<file path="config.mk">
export PLATFORM = sky130hd
export DESIGN_NAME = video_pattern_gen
export DESIGN_NICKNAME = d
export VERILOG_FILES = /design/src/rtl/video_pattern_pkg.sv /design/src/rtl/video_pattern_bars.sv /design/src/rtl/video_pattern_gen.sv
export SDC_FILE = /design/constraint.sdc
export NUM_CORES = 1
export LEC_CHECK = 0
export ABC_AREA = 1
export BUFFER_PORTS_ARGS = -buffer_cell sky130_fd_sc_hd__buf_2
export CORE_MARGIN = 5
export CORE_UTILIZATION = 35
export CTS_BUF_LIST = sky130_fd_sc_hd__clkbuf_4 sky130_fd_sc_hd__clkbuf_8 sky130_fd_sc_hd__clkbuf_16
export DETAILED_ROUTE_END_ITERATION = 6
export HOLD_SLACK_MARGIN = 0.02
export PLACE_DENSITY = 0.62
export SLEW_MARGIN = 20
export SYNTH_ARGS = -nofsm -noshare
export SYNTH_HDL_FRONTEND = slang
export SYNTH_SLANG_ARGS = --single-unit
export TNS_END_PERCENT = 1
</file>
<file path="constraint.sdc">
create_clock -name i_pixclk -period 14.8 [get_ports i_pixclk]
set_input_delay 0.74 -clock i_pixclk [delete_from_list [all_inputs] [get_ports i_pixclk]]
set_output_delay 0.74 -clock i_pixclk [all_outputs]
set_load 0.05 [all_outputs]
</file>
<file path="src/rtl/video_pattern_pkg.sv">
// ---------------------------------------------------------------------------
// video_pattern_pkg
// Shared definitions for the video test-pattern generator:
//   - mode_e      : pattern-select encodings carried on i_mode
//   - BAR_TABLE   : the eight colour-bar colours, one bit per channel {R,G,B}
//   - bar_color() : bar index (0..7, 8 = past the last bar) to 1-bit RGB
// ---------------------------------------------------------------------------
package video_pattern_pkg;

    typedef enum logic [2:0] {
        MODE_BARS    = 3'd0,
        MODE_CHECKER = 3'd1,
        MODE_HRAMP   = 3'd2,
        MODE_VRAMP   = 3'd3,
        MODE_SOLID   = 3'd4,
        MODE_BORDER  = 3'd5,
        MODE_RSVD6   = 3'd6,
        MODE_RSVD7   = 3'd7
    } mode_e;

    // Index value meaning "to the right of the eighth bar" (always black).
    localparam logic [3:0] BAR_NONE = 4'd8;

    // Entry i lives at bits [3*i+2 : 3*i], each entry is {R,G,B}.
    // Order from bar 0: white, yellow, cyan, green, magenta, red, blue, black.
    localparam logic [23:0] BAR_TABLE = {
        3'b000,   // 7 black
        3'b001,   // 6 blue
        3'b100,   // 5 red
        3'b101,   // 4 magenta
        3'b010,   // 3 green
        3'b011,   // 2 cyan
        3'b110,   // 1 yellow
        3'b111    // 0 white
    };

    function automatic logic [2:0] bar_color(input logic [3:0] idx);
        logic [4:0] base;
        base = {2'b00, idx[2:0]} * 5'd3;
        if (idx[3]) begin
            return 3'b000;
        end else begin
            return BAR_TABLE[base +: 3];
        end
    endfunction

endpackage

</file>
<file path="src/rtl/video_pattern_bars.sv">
// ---------------------------------------------------------------------------
// video_pattern_bars
// Colour-bar engine. Tracks the position inside the current bar with a
// bar-width counter and the bar index, so no divider is needed.
//
// color_next is the bar colour for the position the line will be at after
// this clock edge; the parent registers it into its pixel register, which
// gives the required one-cycle latency without an extra pipeline stage.
//
// Ports
//   clk, rst_n  : pixel clock, async active-low reset
//   bar_w       : bar width in pixels (frame width >> 3), 0 = no bars
//   load        : line/frame start; position restarts at load_x
//   load_x      : starting horizontal position of the line
//   step        : horizontal position advances by one
//   wrap        : with step, position wraps back to 0
//   color_next  : {R,G,B} one bit per channel for the next position
// ---------------------------------------------------------------------------
module video_pattern_bars
#(
    parameter int HW = 12
)
(
    input  logic          clk,
    input  logic          rst_n,
    input  logic [HW-1:0] bar_w,
    input  logic          load,
    input  logic [HW-1:0] load_x,
    input  logic          step,
    input  logic          wrap,
    output logic [2:0]    color_next
);
    import video_pattern_pkg::*;

    logic [HW-1:0] cnt_r;
    logic [HW-1:0] cnt_n_s;
    logic [3:0]    idx_r;
    logic [3:0]    idx_n_s;
    logic [HW:0]   cnt_inc_s;
    logic [HW+3:0] acc_s;
    logic [HW-1:0] base_s;
    logic [3:0]    load_idx_s;

    // Locate load_x on the bar grid by accumulating bar widths: the bar index
    // is the number of whole bars that fit before load_x, capped at eight.
    always_comb begin
        acc_s      = {(HW+4){1'b0}};
        base_s     = {HW{1'b0}};
        load_idx_s = 4'd0;
        for (int k = 0; k < 8; k++) begin
            acc_s = acc_s + {4'b0000, bar_w};
            if (acc_s <= {4'b0000, load_x}) begin
                load_idx_s = load_idx_s + 4'd1;
                base_s     = acc_s[HW-1:0];
            end else begin
                load_idx_s = load_idx_s;
                base_s     = base_s;
            end
        end
    end

    // Next bar index / in-bar counter.
    always_comb begin
        cnt_inc_s = {1'b0, cnt_r} + {{HW{1'b0}}, 1'b1};
        if (load) begin
            idx_n_s = load_idx_s;
            cnt_n_s = load_x - base_s;
        end else if (step && wrap) begin
            // A zero bar width means the whole line is past the bars.
            idx_n_s = (bar_w == {HW{1'b0}}) ? BAR_NONE : 4'd0;
            cnt_n_s = {HW{1'b0}};
        end else if (step && !idx_r[3]) begin
            if (cnt_inc_s == {1'b0, bar_w}) begin
                idx_n_s = idx_r + 4'd1;
                cnt_n_s = {HW{1'b0}};
            end else begin
                idx_n_s = idx_r;
                cnt_n_s = cnt_inc_s[HW-1:0];
            end
        end else begin
            idx_n_s = idx_r;
            cnt_n_s = cnt_r;
        end
    end

    // Bar position state.
    always_ff @(posedge clk or negedge rst_n) begin
        if (!rst_n) begin
            idx_r <= BAR_NONE;
            cnt_r <= {HW{1'b0}};
        end else begin
            idx_r <= idx_n_s;
            cnt_r <= cnt_n_s;
        end
    end

    assign color_next = bar_color(idx_n_s);

endmodule

</file>
<file path="src/rtl/video_pattern_gen.sv">
// ---------------------------------------------------------------------------
// video_pattern_gen
// Test-pattern source for an HDMI encoder. Keeps x/y counters driven by the
// encoder's i_rd / i_newline / i_newframe strobes and presents the pixel for
// the current (x, y) on a registered output.
//
// Ports
//   i_pixclk            : pixel clock
//   i_reset_n           : async active-low reset; output stays black until
//                         the next i_newframe
//   i_width, i_height   : active frame size, latched on i_newframe
//   i_mode              : pattern select (video_pattern_pkg::mode_e),
//                         latched on i_newframe
//   i_solid             : solid colour {R,G,B}, used live in MODE_SOLID
//   i_rd                : pixel consumed, x advances (saturates at width-1)
//   i_newline           : x to 0, y advances (saturates at height-1)
//   i_newframe          : x,y to 0, frame counter +1, latch mode/size
//   o_pixel             : registered pixel {R,G,B}
//   o_frame_cnt         : 8-bit frame counter
//
// Build option
//   PATGEN_ANIM_EN : when defined, bars/checker/horizontal ramp use
//                    x' = (x + o_frame_cnt) mod width so the pattern scrolls
//                    one pixel per frame. Undefined: x' = x.
// ---------------------------------------------------------------------------
module video_pattern_gen
#(
    parameter int BITS_PER_COLOR = 8,
    parameter int HW             = 12,
    parameter int CHECK_LG       = 5
)
(
    input  logic                        i_pixclk,
    input  logic                        i_reset_n,
    input  logic [HW-1:0]               i_width,
    input  logic [HW-1:0]               i_height,
    input  logic [2:0]                  i_mode,
    input  logic [3*BITS_PER_COLOR-1:0] i_solid,
    input  logic                        i_rd,
    input  logic                        i_newline,
    input  logic                        i_newframe,
    output logic [3*BITS_PER_COLOR-1:0] o_pixel,
    output logic [7:0]                  o_frame_cnt
);
    import video_pattern_pkg::*;

    localparam int            PW     = 3 * BITS_PER_COLOR;
    localparam logic [HW-1:0] HW_ONE = {{(HW-1){1'b0}}, 1'b1};

    // Registered state
    logic [HW-1:0] x_r;
    logic [HW-1:0] y_r;
    logic [HW-1:0] width_r;
    logic [HW-1:0] height_r;
    mode_e         mode_r;
    logic [7:0]    fc_r;
    logic          valid_r;
    logic [PW-1:0] pixel_r;

    // Next-state values (what the registers hold after this edge)
    logic [HW-1:0] x_n_s;
    logic [HW-1:0] y_n_s;
    logic [HW-1:0] xa_n_s;
    logic [HW-1:0] width_n_s;
    logic [HW-1:0] height_n_s;
    mode_e         mode_n_s;
    logic [7:0]    fc_n_s;
    logic          valid_n_s;
    logic          line_start_s;
    logic          step_s;
    logic [HW:0]   x_inc_s;
    logic [HW:0]   y_inc_s;

    // Bar engine hookup
    logic [HW-1:0] bar_w_s;
    logic [HW-1:0] load_x_s;
    logic          bar_wrap_s;
    logic [2:0]    bar_rgb_s;

    logic [PW-1:0] pix_s;
    logic          border_s;

    function automatic logic [PW-1:0] expand(input logic [2:0] rgb);
        return {{BITS_PER_COLOR{rgb[2]}}, {BITS_PER_COLOR{rgb[1]}}, {BITS_PER_COLOR{rgb[0]}}};
    endfunction

    // Low BITS_PER_COLOR bits of a counter as a grey level.
    function automatic logic [BITS_PER_COLOR-1:0] ramp(input logic [HW-1:0] v);
        return BITS_PER_COLOR'(v);
    endfunction

    // Counter next-state: newframe beats newline beats rd.
    always_comb begin
        line_start_s = i_newframe | i_newline;
        x_inc_s      = {1'b0, x_r} + {{HW{1'b0}}, 1'b1};
        y_inc_s      = {1'b0, y_r} + {{HW{1'b0}}, 1'b1};
        // Compare against width in HW+1 bits so a zero width never advances.
        step_s       = i_rd & ~line_start_s & (x_inc_s < {1'b0, width_r});
        valid_n_s    = valid_r | i_newframe;

        if (i_newframe) begin
            width_n_s  = i_width;
            height_n_s = i_height;
            mode_n_s   = mode_e'(i_mode);
            fc_n_s     = fc_r + 8'd1;
        end else begin
            width_n_s  = width_r;
            height_n_s = height_r;
            mode_n_s   = mode_r;
            fc_n_s     = fc_r;
        end

        if (line_start_s) begin
            x_n_s = {HW{1'b0}};
        end else if (step_s) begin
            x_n_s = x_inc_s[HW-1:0];
        end else begin
            x_n_s = x_r;
        end

        if (i_newframe) begin
            y_n_s = {HW{1'b0}};
        end else if (i_newline && (y_inc_s < {1'b0, height_r})) begin
            y_n_s = y_inc_s[HW-1:0];
        end else begin
            y_n_s = y_r;
        end
    end

    assign bar_w_s = {3'b000, width_n_s[HW-1:3]};

`ifdef PATGEN_ANIM_EN
    logic [HW-1:0] xa_r;
    logic [HW:0]   xa_inc_s;

    // fc mod w by 8-step restoring remainder (fc is only 8 bits wide).
    function automatic logic [HW-1:0] frame_offset(input logic [7:0] fc, input logic [HW-1:0] w);
        logic [HW:0] r;
        r = {(HW+1){1'b0}};
        for (int i = 7; i >= 0; i--) begin
            r = {r[HW-1:0], fc[i]};
            if (r >= {1'b0, w}) begin
                r = r - {1'b0, w};
            end else begin
                r = r;
            end
        end
        return r[HW-1:0];
    endfunction

    // Scrolled x' = (x + frame count) mod width, maintained incrementally:
    // seeded at line start, then advanced with wrap alongside x.
    always_comb begin
        load_x_s   = frame_offset(fc_n_s, width_n_s);
        xa_inc_s   = {1'b0, xa_r} + {{HW{1'b0}}, 1'b1};
        bar_wrap_s = step_s & (xa_inc_s >= {1'b0, width_r});
        if (line_start_s) begin
            xa_n_s = load_x_s;
        end else if (bar_wrap_s) begin
            xa_n_s = {HW{1'b0}};
        end else if (step_s) begin
            xa_n_s = xa_inc_s[HW-1:0];
        end else begin
            xa_n_s = xa_r;
        end
    end

    // Scrolled x register.
    always_ff @(posedge i_pixclk or negedge i_reset_n) begin
        if (!i_reset_n) begin
            xa_r <= {HW{1'b0}};
        end else begin
            xa_r <= xa_n_s;
        end
    end
`else
    // Without scrolling the pattern x is simply x; lines always start at 0.
    always_comb begin
        load_x_s   = {HW{1'b0}};
        bar_wrap_s = 1'b0;
        xa_n_s     = x_n_s;
    end
`endif

    video_pattern_bars #(
        .HW (HW)
    ) u_bars (
        .clk        (i_pixclk),
        .rst_n      (i_reset_n),
        .bar_w      (bar_w_s),
        .load       (line_start_s),
        .load_x     (load_x_s),
        .step       (step_s),
        .wrap       (bar_wrap_s),
        .color_next (bar_rgb_s)
    );

    // Pattern pixel for the next (x, y).
    always_comb begin
        border_s = (x_n_s == {HW{1'b0}}) ||
                   (x_n_s == (width_n_s - HW_ONE)) ||
                   (y_n_s == {HW{1'b0}}) ||
                   (y_n_s == (height_n_s - HW_ONE)) ||
                   (x_n_s == {1'b0, width_n_s[HW-1:1]}) ||
                   (y_n_s == {1'b0, height_n_s[HW-1:1]});
        pix_s = {PW{1'b0}};
        case (mode_n_s)
            MODE_BARS:    pix_s = expand(bar_rgb_s);
            MODE_CHECKER: pix_s = (xa_n_s[CHECK_LG] ^ y_n_s[CHECK_LG]) ? {PW{1'b0}} : {PW{1'b1}};
            MODE_HRAMP:   pix_s = {3{ramp(xa_n_s)}};
            MODE_VRAMP:   pix_s = {3{ramp(y_n_s)}};
            MODE_SOLID:   pix_s = i_solid;
            MODE_BORDER:  pix_s = border_s ? {PW{1'b1}} : {PW{1'b0}};
            default:      pix_s = {PW{1'b0}};
        endcase
    end

    // Frame/line state and the registered output pixel. Until a frame has
    // started since reset the output is forced black.
    always_ff @(posedge i_pixclk or negedge i_reset_n) begin
        if (!i_reset_n) begin
            x_r      <= {HW{1'b0}};
            y_r      <= {HW{1'b0}};
            width_r  <= {HW{1'b0}};
            height_r <= {HW{1'b0}};
            mode_r   <= MODE_BARS;
            fc_r     <= 8'd0;
            valid_r  <= 1'b0;
            pixel_r  <= {PW{1'b0}};
        end else begin
            x_r      <= x_n_s;
            y_r      <= y_n_s;
            width_r  <= width_n_s;
            height_r <= height_n_s;
            mode_r   <= mode_n_s;
            fc_r     <= fc_n_s;
            valid_r  <= valid_n_s;
            pixel_r  <= valid_n_s ? pix_s : {PW{1'b0}};
        end
    end

    assign o_pixel     = pixel_r;
    assign o_frame_cnt = fc_r;

endmodule
</file>
==> tab_implementation.tex <==
\begin{tabular}{lr}
\hline
Metric & Value \\
\hline
\multicolumn{2}{l}{\textbf{Synth}} \\
Cell types with the highest counts after synthesis & sky130\_fd\_sc\_hd\_\_nand2\_1, sky130\_fd\_sc\_hd\_\_inv\_1, sky130\_fd\_sc\_hd\_\_nor2\_1 \\
Share of flip-flops with an asynchronous set or reset & 100.0\% \\
Cell area after synthesis & 11540 um\^{}2 \\
Most instantiated library cell after synthesis & sky130\_fd\_sc\_hd\_\_nand2\_1 \\
Adder-cell share of the synthesized area & 10.72\% \\
Share of cell area taken by muxes after synthesis & 0\% \\
Warnings from Yosys & 0 \\
Post-Synth XOR/XNOR Area & 7.364\% \\
Main flop type after synthesis & sky130\_fd\_sc\_hd\_\_dfrtp\_1 \\
Sequential fraction of the synthesis area & 21.70\% \\
Simple logic cell fraction of the synthesized area & 39.10\% \\
Top area cells in the synthesized netlist & sky130\_fd\_sc\_hd\_\_dfrtp\_1, sky130\_fd\_sc\_hd\_\_nand2\_1, sky130\_fd\_sc\_hd\_\_inv\_1 \\
Top cell type by total area after synthesis & sky130\_fd\_sc\_hd\_\_dfrtp\_1 \\
Area share of the largest cell type after synthesis & 21.48\% \\
Number of distinct standard cells referenced by the synthesized netlist & 54 \\
Largest family of logic cells by synthesized area & simple AND/OR/NAND/NOR gates \\
Post-synthesis register bit count & 100 \\
Synth Area in Compound Gates & 8.818\% \\
Net Count, Synth & 1980 \\
Number of enable-type register cells in the synthesized netlist & 0 \\
Cells after synthesis & 1827 \\
Mean Syn Cell Area & 6.314 um\^{}2 \\
\multicolumn{2}{l}{\textbf{Clocking}} \\
Post-CTS setup buffer count & 0 \\
Maximum number of buffers from clock root to sink & 2 \\
Number of buffers created by CTS & 9 \\
CTS clk-pin slew, worst paths & 80 ps \\
Post-CTS sizing & 0 \\
TritonCTS Sinks & 100 \\
Clock root buffer & sky130\_fd\_sc\_hd\_\_clkbuf\_16 \\
CTS tree & yes \\
Hold-fix buffers, CTS & 0 \\
Worst-Skew Late Latency & 360 ps \\
Number of levels the H-tree was split into & 3 \\
\multicolumn{2}{l}{\textbf{Job}} \\
Total of max-cap violations & 0 \\
\multicolumn{2}{l}{\textbf{GRT}} \\
Total gr overflow & 0 \\
Wire length of the first global-routing pass & 54.77 mm \\
Maximum number of pins on one net before global-route repair & 78 \\
Total global routing track utilization & 18.04\% \\
Initial antenna violation count & 1 \\
Vias in the first global route & 11000 \\
\multicolumn{2}{l}{\textbf{Floorplan}} \\
Number of placed I/O pins & 88 \\
Placeable Area & 32540 um\^{}2 \\
Number of rows in the core area & 66 \\
Area of the die & 36690 um\^{}2 \\
Initial core utilization & 35.46\% \\
Vertical extent of the die & 191.6 um \\
Floorplan die width & 191.6 um \\
\multicolumn{2}{l}{\textbf{Route}} \\
Post-detailed-routing wire length & 33.64 mm \\
Average vias per placed instance & 4.937 \\
Number of detailed-routing iterations run before antenna repair & 5 \\
Remaining antenna violation count & 0 \\
Via count & 11590 \\
Detailed-route DRC error count & 0 \\
Average detailed-routed wire length per instance & 14.33 um \\
Number of design-rule violations left by the first detailed-router iteration & 821 \\
\multicolumn{2}{l}{\textbf{Worst setup path}} \\
Worst r2r path cells & 48 \\
Worst R2R Setup Slack & 6730 ps \\
Startpoint of the most critical register-to-register path & width\_r[4] \\
Largest incremental delay on the critical path & 690 ps \\
Endpoint type of the worst setup path & flop \\
Worst path arrival time & 9570 ps \\
Critical Path Most Common Cell & sky130\_fd\_sc\_hd\_\_nand2\_1 \\
Kind of critical path & primary input to flop \\
Slowest CP cell & sky130\_fd\_sc\_hd\_\_buf\_2 \\
Worst flop-to-flop path endpoint & u\_bars.cnt\_r[7] \\
Max Fanout on Critical Path & 39 \\
Worst Path Required & 15030 ps \\
Launching element type of the critical path & primary input \\
\multicolumn{2}{l}{\textbf{Power}} \\
Power Internal & 1058 uW \\
Static leakage power & 0.007252 uW \\
Relative contribution of sequential cells to total power & 14.2\% \\
Switching power total & 1294 uW \\
Share of total power in the clock network & 10.9\% \\
Cell area power density & 184.4 nW/um\^{}2 \\
Share of total power in combinational logic & 74.9\% \\
Sw frac & 55.01\% \\
Worst ir drop on vdd & 0.1886 mV \\
\multicolumn{2}{l}{\textbf{STA}} \\
Final period util & 63.06\% \\
Rel. slew slack & 34.21\% \\
Worst setup skew after layout & 18.34 ps \\
Final sum of negative setup slack & 0 ps \\
Hold violation count in the final report & 0 \\
Final min period & 9333 ps \\
RSZ-0062 raised after global routing & no \\
Measured slew at the worst slew-check pin & 980.2 ps \\
Final Max Tran Viols & 0 \\
Achievable clock frequency & 0.1071 GHz \\
Number of endpoints failing setup at the final stage & 0 \\
Final setup margin & 5467 ps \\
\multicolumn{2}{l}{\textbf{Min path}} \\
Min-Delay Path Class & primary input to asynchronous set/reset pin \\
\multicolumn{2}{l}{\textbf{Place}} \\
Placement Setup Slack & 5136 ps \\
Buffers added on ports & 87 \\
Instance area at placement & 12430 um\^{}2 \\
Routability congestion estimate & 0.9179 \\
Detailed placer's ending HPWL & 26.71 mm \\
\multicolumn{2}{l}{\textbf{Final layout}} \\
Share of post-route cells with drive strength above 1 & 11.13\% \\
Footprint of the flip-flops and latches & 2504 um\^{}2 \\
Design area & 12760 um\^{}2 \\
Diode insertion count for antenna repair & 0 \\
Final core area utilization & 39.21\% \\
Layout filler cell count & 3581 \\
Net total in the final layout & 2053 \\
Multi-input logic area & 7617 um\^{}2 \\
Layout area overhead & 10.57\% \\
\multicolumn{2}{l}{\textbf{Run status}} \\
Status & finished clean \\
\hline
\end{tabular}
## cells in the final DEF (no fill, tap or decap), drive strengths merged, types with 4 or more instances in the layout
master / count
nand2: 475
inv: 341
nor2: 203
nand3: 185
dfrtp: 99
ha: 94
buf: 92
xor2: 76
o21ai: 60
a21oi: 53
nand4: 47
or2: 31
nor3: 27
xnor2: 21
o22ai: 14
nand3b: 13
nor4: 11
clkbuf: 9
a31oi: 8
o211ai: 6
o21a: 5
clkinv: 5
o21bai: 4
o221ai: 4
## worst max path at each step
stage               start              end  slack [ps]  cells after the start
2_1_floorplan  i_newframe  u_bars.cnt_r[8]        7130                     47
3_3_place_gp   i_newframe      o_pixel[10]        5300                     49
3_5_place_dp   i_newframe      o_pixel[10]        5140                     49
4_1_cts        i_newframe      o_pixel[10]        5500                     49
5_1_grt        i_newframe      o_pixel[10]        4440                     50
6_report       i_newframe  u_bars.cnt_r[7]        5470                     48
## power groups by stage
stage / clock (uW) / sequential (uW) / combinational [uW]
after floorplan: 0 / 418 / 1340
after global placement: 0 / 340 / 1720
after detailed placement: 0 / 340 / 1740
after CTS: 261 / 334 / 1750
after global routing: 270 / 340 / 1990
final: 256 / 335 / 1760
## critical path, delay by kind of cell
family	cells	cell delay, ps
AOI/OAI and AO/OA	5	1050
adders and majority gates	6	2010
xor gates and xnor gates	4	810
buffers and inverters	10	2010
and+or+nand+nor	23	2940
## metrics by stage
step                cells  hold WS, ps  total power [uW]
floorplan            1827        444.4              1758
global placement     2331        453.5              2055
detailed placement   2331        451.6              2081
CTS                  2347        285.9              2344
global route         2347        298.8              2598
finish               2347        278.4              2352
## area by class of cell
cell class / count / area share [%]
inverters: 340 / 10.03
clock inverters: 7 / 0.7651
repair buffers: 92 / 3.757
well taps: 442 / 4.335
clock buffers: 9 / 1.766
multi-input cells: 1357 / 59.72
flip-flops and latches: 100 / 19.63
## routing by layer
layer	track usage (%)	wire length (um)
met1	24.02	15580
met2	31.49	15850
met3	1.790	1678
met4	4.365	533
met5	0	0
## state kept, by name, indices dropped and copies added (netlist names)
register and cells:
height_r 12, mode_r 3, o_frame_cnt 8, o_pixel 24
u_bars.cnt_r 12, u_bars.idx_r 4, valid_r 1, width_r 12
x_r 12, y_r 12
## kinds of logic (layout without fill, tap and decap cells)
logic type | after synthesis | count (layout)
compound gates | 167 | 167
xor+xnor | 97 | 97
buf+inv | 370 | 448
flops | 100 | 100
simple gates | 995 | 995
other cells | 1 | 1
fa+ha+maj | 97 | 97
Power figures use the tool's default switching activity.
